$ cat src/rtl/led_seq_pkg.sv
`default_nettype none
// ============================================================================
//  Module      : led_seq_pkg
//  Description : Shared types and constants for the LED sequencing controller.
//                - mode_t       : display mode encoding, also driven on mode_o
//                - LED_W        : width of the LED bank
//                - PAT_*_INIT   : pattern loaded when a mode is entered
//                - next_mode    : OFF -> BIN -> CHASE -> BOUNCE -> OFF
//                - init_pattern : initial LED pattern for a given mode
//  Revision    : 1.0 - initial release
// ============================================================================
package led_seq_pkg;

    localparam int LED_W = 4;

    typedef enum logic [1:0] {
        MODE_OFF    = 2'd0,
        MODE_BIN    = 2'd1,
        MODE_CHASE  = 2'd2,
        MODE_BOUNCE = 2'd3
    } mode_t;

    localparam logic [LED_W-1:0] PAT_BIN_INIT    = 4'b0000;
    localparam logic [LED_W-1:0] PAT_ONEHOT_INIT = 4'b0001;

    function automatic mode_t next_mode(input mode_t m);
        mode_t n;
        case (m)
            MODE_OFF:    n = MODE_BIN;
            MODE_BIN:    n = MODE_CHASE;
            MODE_CHASE:  n = MODE_BOUNCE;
            default:     n = MODE_OFF;
        endcase
        return n;
    endfunction

    function automatic logic [LED_W-1:0] init_pattern(input mode_t m);
        logic [LED_W-1:0] p;
        case (m)
            MODE_CHASE, MODE_BOUNCE: p = PAT_ONEHOT_INIT;
            default:                 p = PAT_BIN_INIT;
        endcase
        return p;
    endfunction

endpackage : led_seq_pkg
`default_nettype wire

$ cat src/rtl/btn_debounce.sv
`default_nettype none
// ============================================================================
//  Module      : btn_debounce
//  Description : Raw push-button conditioner: 2-FF synchronizer, debounce
//                counter and rising-edge detector. A press pulse appears
//                2 + DEB_CYCLES + 1 cycles after a clean raw rising edge.
//                Releases produce no pulse.
//  Ports       : clk     - system clock
//                rst_n   - synchronous active-low reset
//                btn_raw - asynchronous raw button level
//                press   - one-cycle pulse per accepted press (registered)
//  Revision    : 1.0 - initial release
// ============================================================================
module btn_debounce #(
    parameter int DEB_CYCLES = 1_000_000
) (
    input  logic clk,
    input  logic rst_n,
    input  logic btn_raw,
    output logic press
);

    localparam int                 c_CNT_W    = (DEB_CYCLES > 1) ? $clog2(DEB_CYCLES) : 1;
    localparam logic [c_CNT_W-1:0] c_CNT_LAST = c_CNT_W'(DEB_CYCLES - 1);
    localparam logic [c_CNT_W-1:0] c_CNT_ONE  = c_CNT_W'(1);

    logic               r_sync1;
    logic               r_sync2;
    logic               r_level;
    logic               r_level_prev;
    logic               r_press;
    logic [c_CNT_W-1:0] r_cnt;

    always_ff @(posedge clk) begin
        if (!rst_n) begin
            r_sync1      <= 1'b0;
            r_sync2      <= 1'b0;
            r_level      <= 1'b0;
            r_level_prev <= 1'b0;
            r_press      <= 1'b0;
            r_cnt        <= '0;
        end else begin
            r_sync1 <= btn_raw;
            r_sync2 <= r_sync1;

            // The counter only advances while the synced input disagrees
            // with the accepted level; the DEB_CYCLES-th consecutive
            // disagreeing cycle flips the level.
            if (r_sync2 == r_level) begin
                r_cnt <= '0;
            end else if (r_cnt == c_CNT_LAST) begin
                r_level <= r_sync2;
                r_cnt   <= '0;
            end else begin
                r_cnt <= r_cnt + c_CNT_ONE;
            end

            r_level_prev <= r_level;
            r_press      <= r_level & ~r_level_prev;
        end
    end

    assign press = r_press;

endmodule : btn_debounce
`default_nettype wire

$ cat src/rtl/led_seq_ctrl.sv
`default_nettype none
// ============================================================================
//  Module      : led_seq_ctrl
//  Description : LED bank sequencer. A prescaler produces a step strobe every
//                TICK_DIV cycles; each step advances the LED pattern of the
//                current mode (OFF / BIN / CHASE / BOUNCE). A mode button
//                cycles the mode, a pause button freezes stepping.
//  Ports       : clk       - system clock
//                rst_n     - synchronous active-low reset
//                btn_mode  - raw mode button (advance mode per press)
//                btn_pause - raw pause button (toggle pause per press)
//                led       - registered LED pattern
//                mode_o    - current mode (mode_t encoding)
//                paused_o  - high while stepping is frozen
//                tick_o    - one-cycle step strobe (registered)
//  Revision    : 1.0 - initial release
// ============================================================================
module led_seq_ctrl
    import led_seq_pkg::*;
#(
    parameter int TICK_DIV   = 10_000_000,
    parameter int DEB_CYCLES = 1_000_000
) (
    input  logic             clk,
    input  logic             rst_n,
    input  logic             btn_mode,
    input  logic             btn_pause,
    output logic [LED_W-1:0] led,
    output logic [1:0]       mode_o,
    output logic             paused_o,
    output logic             tick_o
);

    localparam int                 c_DIV_W    = (TICK_DIV > 1) ? $clog2(TICK_DIV) : 1;
    localparam logic [c_DIV_W-1:0] c_DIV_LAST = c_DIV_W'(TICK_DIV - 1);
    localparam logic [c_DIV_W-1:0] c_DIV_ONE  = c_DIV_W'(1);
    localparam logic [LED_W-1:0]   c_LED_ONE  = LED_W'(1);

    logic w_mode_press;
    logic w_pause_press;

    btn_debounce #(.DEB_CYCLES(DEB_CYCLES)) u_deb_mode (
        .clk     (clk),
        .rst_n   (rst_n),
        .btn_raw (btn_mode),
        .press   (w_mode_press)
    );

    btn_debounce #(.DEB_CYCLES(DEB_CYCLES)) u_deb_pause (
        .clk     (clk),
        .rst_n   (rst_n),
        .btn_raw (btn_pause),
        .press   (w_pause_press)
    );

    mode_t              r_mode;
    mode_t              w_mode_nxt;
    logic [LED_W-1:0]   r_led;
    logic [LED_W-1:0]   w_led_nxt;
    logic               r_dir_up;
    logic               w_dir_nxt;
    logic [c_DIV_W-1:0] r_div_cnt;
    logic [c_DIV_W-1:0] w_div_nxt;
    logic               r_paused;
    logic               w_paused_nxt;
    logic               r_tick;
    logic               w_tick_nxt;

    always_ff @(posedge clk) begin
        if (!rst_n) begin
            r_mode    <= MODE_OFF;
            r_led     <= '0;
            r_dir_up  <= 1'b1;
            r_div_cnt <= '0;
            r_paused  <= 1'b0;
            r_tick    <= 1'b0;
        end else begin
            r_mode    <= w_mode_nxt;
            r_led     <= w_led_nxt;
            r_dir_up  <= w_dir_nxt;
            r_div_cnt <= w_div_nxt;
            r_paused  <= w_paused_nxt;
            r_tick    <= w_tick_nxt;
        end
    end

    always_comb begin
        w_mode_nxt   = r_mode;
        w_led_nxt    = r_led;
        w_dir_nxt    = r_dir_up;
        w_div_nxt    = r_div_cnt;
        w_paused_nxt = r_paused ^ w_pause_press;

        if (w_mode_press) begin
            // A mode change overrides any step due in this cycle and
            // restarts the prescaler so the first step is a full period away.
            w_mode_nxt = next_mode(r_mode);
            w_led_nxt  = init_pattern(w_mode_nxt);
            w_dir_nxt  = 1'b1;
            w_div_nxt  = '0;
        end else if (r_tick) begin
            // r_tick is only ever set when unpaused with the prescaler at its
            // last count, so it doubles as the step enable.
            w_div_nxt = '0;
            case (r_mode)
                MODE_OFF:   w_led_nxt = '0;
                MODE_BIN:   w_led_nxt = r_led + c_LED_ONE;
                MODE_CHASE: w_led_nxt = {r_led[LED_W-2:0], r_led[LED_W-1]};
                MODE_BOUNCE: begin
                    // Direction flips on reaching an end so the endpoint is
                    // shown once, not twice.
                    if (r_dir_up) begin
                        w_led_nxt = r_led << 1;
                        if (w_led_nxt[LED_W-1]) begin
                            w_dir_nxt = 1'b0;
                        end
                    end else begin
                        w_led_nxt = r_led >> 1;
                        if (w_led_nxt[0]) begin
                            w_dir_nxt = 1'b1;
                        end
                    end
                end
                default:    w_led_nxt = '0;
            endcase
        end else if (!r_paused) begin
            w_div_nxt = r_div_cnt + c_DIV_ONE;
        end

        // Strobe is computed from next-state so it is high exactly in the
        // cycle where the prescaler sits at its last count while running.
        w_tick_nxt = (w_div_nxt == c_DIV_LAST) && !w_paused_nxt;
    end

    assign led      = r_led;
    assign mode_o   = r_mode;
    assign paused_o = r_paused;
    assign tick_o   = r_tick;

endmodule : led_seq_ctrl
`default_nettype wire

$ cat config.mk
export PLATFORM = sky130hd
export DESIGN_NAME = led_seq_ctrl
export DESIGN_NICKNAME = d
export VERILOG_FILES = /design/src/rtl/led_seq_pkg.sv /design/src/rtl/btn_debounce.sv /design/src/rtl/led_seq_ctrl.sv
export SDC_FILE = /design/constraint.sdc
export NUM_CORES = 1
export LEC_CHECK = 0
export CAP_MARGIN = 20
export CORE_AREA = 2 2 91 93
export CTS_CLUSTER_DIAMETER = 40
export DETAILED_ROUTE_END_ITERATION = 10
export DIE_AREA = 0 0 93 95
export PLACE_DENSITY = 0.63
export RECOVER_POWER = 100
export SYNTH_ARGS = -nofsm -noshare
export SYNTH_HDL_FRONTEND = slang
export SYNTH_SLANG_ARGS = --single-unit
$ cat constraint.sdc
create_clock -name clk -period 2.7 [get_ports clk]
set_clock_uncertainty 0.1 [all_clocks]
set_input_delay 0.27 -clock clk [delete_from_list [all_inputs] [get_ports clk]]
set_output_delay 0.27 -clock clk [all_outputs]
set_load 0.01 [all_outputs]
# After elaboration in Yosys (flattened, before gate mapping)

Cells that the tools add are included.

Register bits after elaboration: 83
Bits in latches: 0
RAM bits: 0
Memory bits (read-only): 0
Input port bits: 4
Output and inout port bits: 8
Logic and storage cells: 64
Memories: 0

Add/subtract/negate cells: 4
$mul: 0
Divide/modulo/power cells: 0
Order comparisons: 0
Eq/ne operators: 10
Shift operators: 0
Multiplexer cells: 13
Bitwise gates (word level): 8
Reduce and logical (&&, ||, !) cells: 11

Operators by type and width:

| operator              | number |
|---|---|
| $mux 24               | 3 |
| $add 20x1->20 const B | 2 |
| $eq 20x20->1 const B  | 2 |
| $add 24x1->24 const B | 1 |
| $eq 24x24->1 const B  | 1 |
| $pmux 4 s4            | 1 |
| $mux 4                | 3 |
| $eq 2x2->1 const B    | 4 |
| $pmux 2 s3            | 1 |
| $reduce_and 2->1      | 3 |
| $reduce_or 3->1       | 2 |
| $not 1->1             | 5 |
| $add 4x1->4 const B   | 1 |
| $mux 1                | 4 |
| $reduce_or 2->1       | 2 |
| $and 1x1->1           | 2 |
| $eq 1x1->1            | 2 |
| $eq 2x1->1 const B    | 1 |
| $logic_not 2->1       | 1 |
| $mux 2                | 1 |
| $reduce_bool 2->1     | 1 |
| $logic_and 1x1->1     | 1 |
| $logic_not 1->1       | 1 |
| $xor 1x1->1           | 1 |

# Logic depth before layout (Yosys ltp)

Word-level depth: 7
Depth in mapped cells: 7
Gate-level depth less buffers: 7

# By module

From an unflattened synthesis, not the netlist that was laid out.

Cells, all modules: 445
Area, all modules: 4,047.6 µm²

Modules (own cells, without submodules):

| module       | instances | cells each | area each (µm²) | seq. area each (µm²) |
|---|---|---|---|---|
| btn_debounce | 2         | 116        | 1,081.0         | 500.5 |
| led_seq_ctrl | 1         | 213        | 1,885.6         | 660.6 |

# Worst setup path before layout

OpenSTA, ideal clock, no wires.

Path kind: register to register
Start: register r_div_cnt[0]
End: register r_tick (netlist: tick_o)
Setup time: 88 ps
Data arrival time: 1,887 ps
Data required time: 2,512 ps
Path slack: 625 ps
Stages on the path, launching flop included: 8
Path buffers: 0
Period minus slack after synthesis: 2,075 ps
Cells stage by stage: dfxtp_1 -> ha_1 -> nand3b_2 -> nor4_4 -> and3_1 -> nor2b_1 -> a2111o_1 -> nor4_2

Word-level cells in the longest chain between the ends: 6

Ends and longest elaborated chain:

| element                | RTL line            | RTL |
|---|---|---|
| start, declared        | led_seq_ctrl.sv:62  | `logic [c_DIV_W-1:0] r_div_cnt;` |
| start signal, assigned | led_seq_ctrl.sv:81  | `r_div_cnt <= w_div_nxt;` |
| $add 24x1->24          | led_seq_ctrl.sv:127 | `w_div_nxt = r_div_cnt + c_DIV_ONE;` |
| $mux 24 (*)            | led_seq_ctrl.sv:126 | `end else if (!r_paused) begin` |
| $mux 24 (*)            | led_seq_ctrl.sv:101 | `end else if (r_tick) begin` |
| $mux 24 (*)            | led_seq_ctrl.sv:94  | `if (w_mode_press) begin` |
| $eq 24x24->1 (*)       | led_seq_ctrl.sv:132 | `w_tick_nxt = (w_div_nxt == c_DIV_LAST) && !w_paused_nxt;` |
| $logic_and 1x1->1 (*)  | led_seq_ctrl.sv:132 |  |
| end signal, assigned   | led_seq_ctrl.sv:83  | `r_tick <= w_tick_nxt;` |
| end, declared          | led_seq_ctrl.sv:66  | `logic r_tick;` |

Mark *: on every way between the ends. The rest lies on a longest branch, timed or not.
A chain may end at the register's enable or synchronous reset.

# Worst setup path after layout

Start: register r_paused (netlist: paused_o)
End: register r_tick (netlist: tick_o)

Word-level cells in the longest chain between the ends: 5
Elaborated cells between the ends (all ways): 7
Those cells by class: eq/ne: 1; mux: 3; bitwise: 1; reduce/logical: 2

Ends and longest elaborated chain:

| element                | RTL line            | RTL |
|---|---|---|
| start, declared        | led_seq_ctrl.sv:64  | `logic r_paused;` |
| start signal, assigned | led_seq_ctrl.sv:82  | `r_paused <= w_paused_nxt;` |
| $mux 24                | led_seq_ctrl.sv:126 |  |
| $mux 24                | led_seq_ctrl.sv:101 |  |
| $mux 24                | led_seq_ctrl.sv:94  |  |
| $eq 24x24->1           | led_seq_ctrl.sv:132 |  |
| $logic_and 1x1->1 (*)  | led_seq_ctrl.sv:132 |  |

Marks and branches as above.

==> impl_metrics.tcl <==
set metrics [dict create \
    drtIter0Drc 118 \
    ir_drop_mv 0.284 \
    tns_ns 0 \
    ys_warn_count 0 \
    worst_pin_slew_ns 1.07 \
    grt_usage_pct 16.7 \
    synth.avg_cell_area_um2 9.11 \
    async_reset_ff_share_pct 0 \
    syn2layout_area_growth_pct 9.81 \
    num_vias 2857 \
    grt_max_degree 25 \
    die_width_um 93 \
    synth_seq_area_share_pct 43.1 \
    clk_pin_slew_ns 0.08 \
    synth_fp_nets 436 \
    yosysMostFrequentCell "dfxtp_1" \
    synthTopCellsByCount "83 x dfxtp_1, 76 x nor2_1, 38 x xor2_1, 27 x nand3_1, 23 x xnor2_1" \
    cts.root.buffer_cell "clkbuf_8" \
    cpMaxStageDelayCell "dfxtp_1" \
    min_period_over_period_pct 86.0 \
    yosys.area.top_type "dfxtp_1" \
    io_pins 12 \
    dpl-instance-area_mm2 0.00410 \
    insertedDiodeCount 0 \
    clk_path_buf_depth 2 \
    multi_input_area_mm2 0.00206 \
    hold_path.class "reg2reg" \
    rsz0062_at_grt "no" \
    synth_edf_count 0 \
    reg2regPathDepth 5 \
    status "finished clean" \
    holdBufCountCts 0 \
    antenna_found_initial 0 \
    overflow 0 \
    netlist_area_mm2 0.00385 \
    drive_gt1_share_pct 6.07 \
    synth_cell_type_count 52 \
    clock_latency_ns 0.35 \
    wl_per_cell_um 12.3 \
    rrSetupSlack_ns 0.38 \
    critical_path_class "reg2reg" \
    port-buffer-count 11 \
    cts_resized 0 \
    detail-route-antenna-nets 0 \
    hold_viol_final 0 \
    stdcell_count 550 \
    dp_cells 534 \
    crit_fanout 9 \
    synthCells 423 \
    cp.arrival_ns 2.48 \
    post-cts-setup-buffers 0 \
    totalWireLength_um 6780 \
    layout.nets 453 \
    cts_tree "built" \
    required_ns 2.86 \
    gp_congestion 0.804 \
    initial_core_util_pct 48.6 \
    setup_viol 0 \
    placementRows 33 \
    dieArea_mm2 0.00884 \
    p_per_area_mw_per_mm2 494 \
    slowest_delay_ns 0.51 \
    dr.pass1.iters 4 \
    h-tree-depth 3 \
    seq_area_mm2 0.00166 \
    cp_cell_sequence "nand4b_1 > nor2_1 > a2111o_1 > a2111o_1 > nor4_2" \
    core_region_area_mm2 0.00793 \
    cts_sinks 83 \
    crit_start "paused_o$_SDFF_PN0_" \
    p_leak_nw 1.53 \
    slew_headroom_pct 29.0 \
    fillerInstances 785 \
    ys.flop_type "dfxtp_1" \
    fin_area_mm2 0.00423 \
    max_cap_violations 0 \
    die_y_um 95 \
    synth_seq_cells 83 \
    fmax_ghz 0.431 \
    slew_violations 0 \
    grt_pass1_wl_um 12000 \
    ys_top_cells_by_area "dfxtp_1 43%, xor2_1 8.6%, nor2_1 7.4%" \
    reg2reg_to "tick_o$_SDFF_PN0_" \
    start_kind "flop" \
    drc 0 \
    holdWs_ns 0.285 \
    crit_path_end "tick_o$_SDFF_PN0_" \
    routed_via_density 5.19 \
    synth_top_area_share_pct 43.1 \
    crit_path_end_kind "flop" \
    post-dp-hpwl_um 4830 \
    grt_pass1_vias 2650 \
    fin_util_pct 53.4 \
    period_needed_ns 2.32 \
    critical_path.most_common_cell "a2111o_1" \
    crit-reg2reg-launch "paused_o$_SDFF_PN0_" \
    cts-buffers-inserted 9 \
]
final cells by class:
| class | instances | share of cell area (%) |
|---|---|---|
| Multi-Input combinational cell | 317 | 48.8 |
| Inverter | 10 | 0.887 |
| Sequential cell | 83 | 39.3 |
| Clock inverter | 4 | 0.591 |
| Timing Repair Buffer | 19 | 3.70 |
| Clock buffer | 12 | 3.67 |
| Tap cell | 105 | 3.10 |
kinds of logic after synthesis:
family / Yosys count / synth area share [%]
flops: 83 / 43.1
compound gates: 31 / 6.01
fa+ha+maj: 9 / 2.92
xor+xnor: 61 / 13.9
buf+inv: 23 / 2.53
mux: 7 / 1.85
simple gates: 209 / 29.7
per-layer routing:
| metal | up-vias | part of all wire, % | GRT usage (%) |
|---|---|---|---|
| met5 | - | 0 | 0 |
| met3 | 5 | 2.3 | 3.83 |
| li1 | 1483 | - | - |
| met2 | 24 | 46 | 25.5 |
| met1 | 1345 | 51 | 23.1 |
| met4 | 0 | 0.87 | 6.25 |
critical path, delay by kind of cell (launching register included):
family | cells | cell delay [ns]
flops | 1 | 0.51
compound gates | 2 | 0.85
simple gates | 3 | 0.77
flip-flops by register name, summed over array words and instances, names as in the netlist, 2 cells and up:
name / count
r_div_cnt: 24
led: 4
mode_o: 2
u_deb_mode.r_cnt: 20
u_deb_pause.r_cnt: 20
where the power goes:
group | switching [mW] | internal [mW] | total, mW
Clock | 0.431 | 0.382 | 0.812
Combinational | 0.0235 | 0.0163 | 0.0398
Sequential | 0.00670 | 1.23 | 1.24
Total | 0.461 | 1.63 | 2.09
cell usage in the layout (no fill, tap or decap), types with 2 or more instances in the layout:
cell / count
a2111o_1: 2
a21oi_1: 3
a222oi_1: 2
and2_0: 2
and2_1: 7
and3_1: 11
and4_1: 7
buf_4: 4
clkbuf_1: 4
clkbuf_8: 11
clkdlybuf4s50_1: 2
clkinv_2: 2
clkinvlp_4: 2
dfxtp_1: 83
dlygate4sd3_1: 9
ha_1: 9
inv_1: 10
mux2i_1: 6
nand2_1: 22
nand2b_1: 3
nand3_1: 27
nand3b_1: 4
nand4_1: 12
nor2_1: 76
nor2b_1: 11
nor3_1: 7
nor3b_1: 2
nor4_1: 4
nor4_4: 2
nor4b_1: 3
o21ai_0: 7
o22ai_1: 2
o311a_1: 2
or3_1: 2
xnor2_1: 23
xor2_1: 38
worst min-delay path by stage:
stage	start	end	slack [ns]	cells after the start
6_report	u_deb_pause.r_level_prev$_SDFF_PN0_	u_deb_pause.press$_SDFF_PN0_	0.28	1
5_1_grt	u_deb_pause.r_level_prev$_SDFF_PN0_	u_deb_pause.press$_SDFF_PN0_	0.30	1
4_1_cts	u_deb_pause.r_level_prev$_SDFF_PN0_	u_deb_pause.press$_SDFF_PN0_	0.29	1
3_5_place_dp	u_deb_pause.r_level_prev$_SDFF_PN0_	u_deb_pause.press$_SDFF_PN0_	0.28	1
3_3_place_gp	u_deb_pause.r_level_prev$_SDFF_PN0_	u_deb_pause.press$_SDFF_PN0_	0.28	1
2_1_floorplan	u_deb_mode.r_level_prev$_SDFF_PN0_	u_deb_mode.press$_SDFF_PN0_	0.27	1
metrics by stage:
step                      worst slack, ns  total power, mW
after floorplan                     0.625             1.29
after global placement              0.516             1.31
after detailed placement            0.457             1.31
after CTS                           0.425             2.13
after global routing                0.110             2.17
final                               0.379             2.09
No activity file was read; power rests on OpenSTA's default activity.
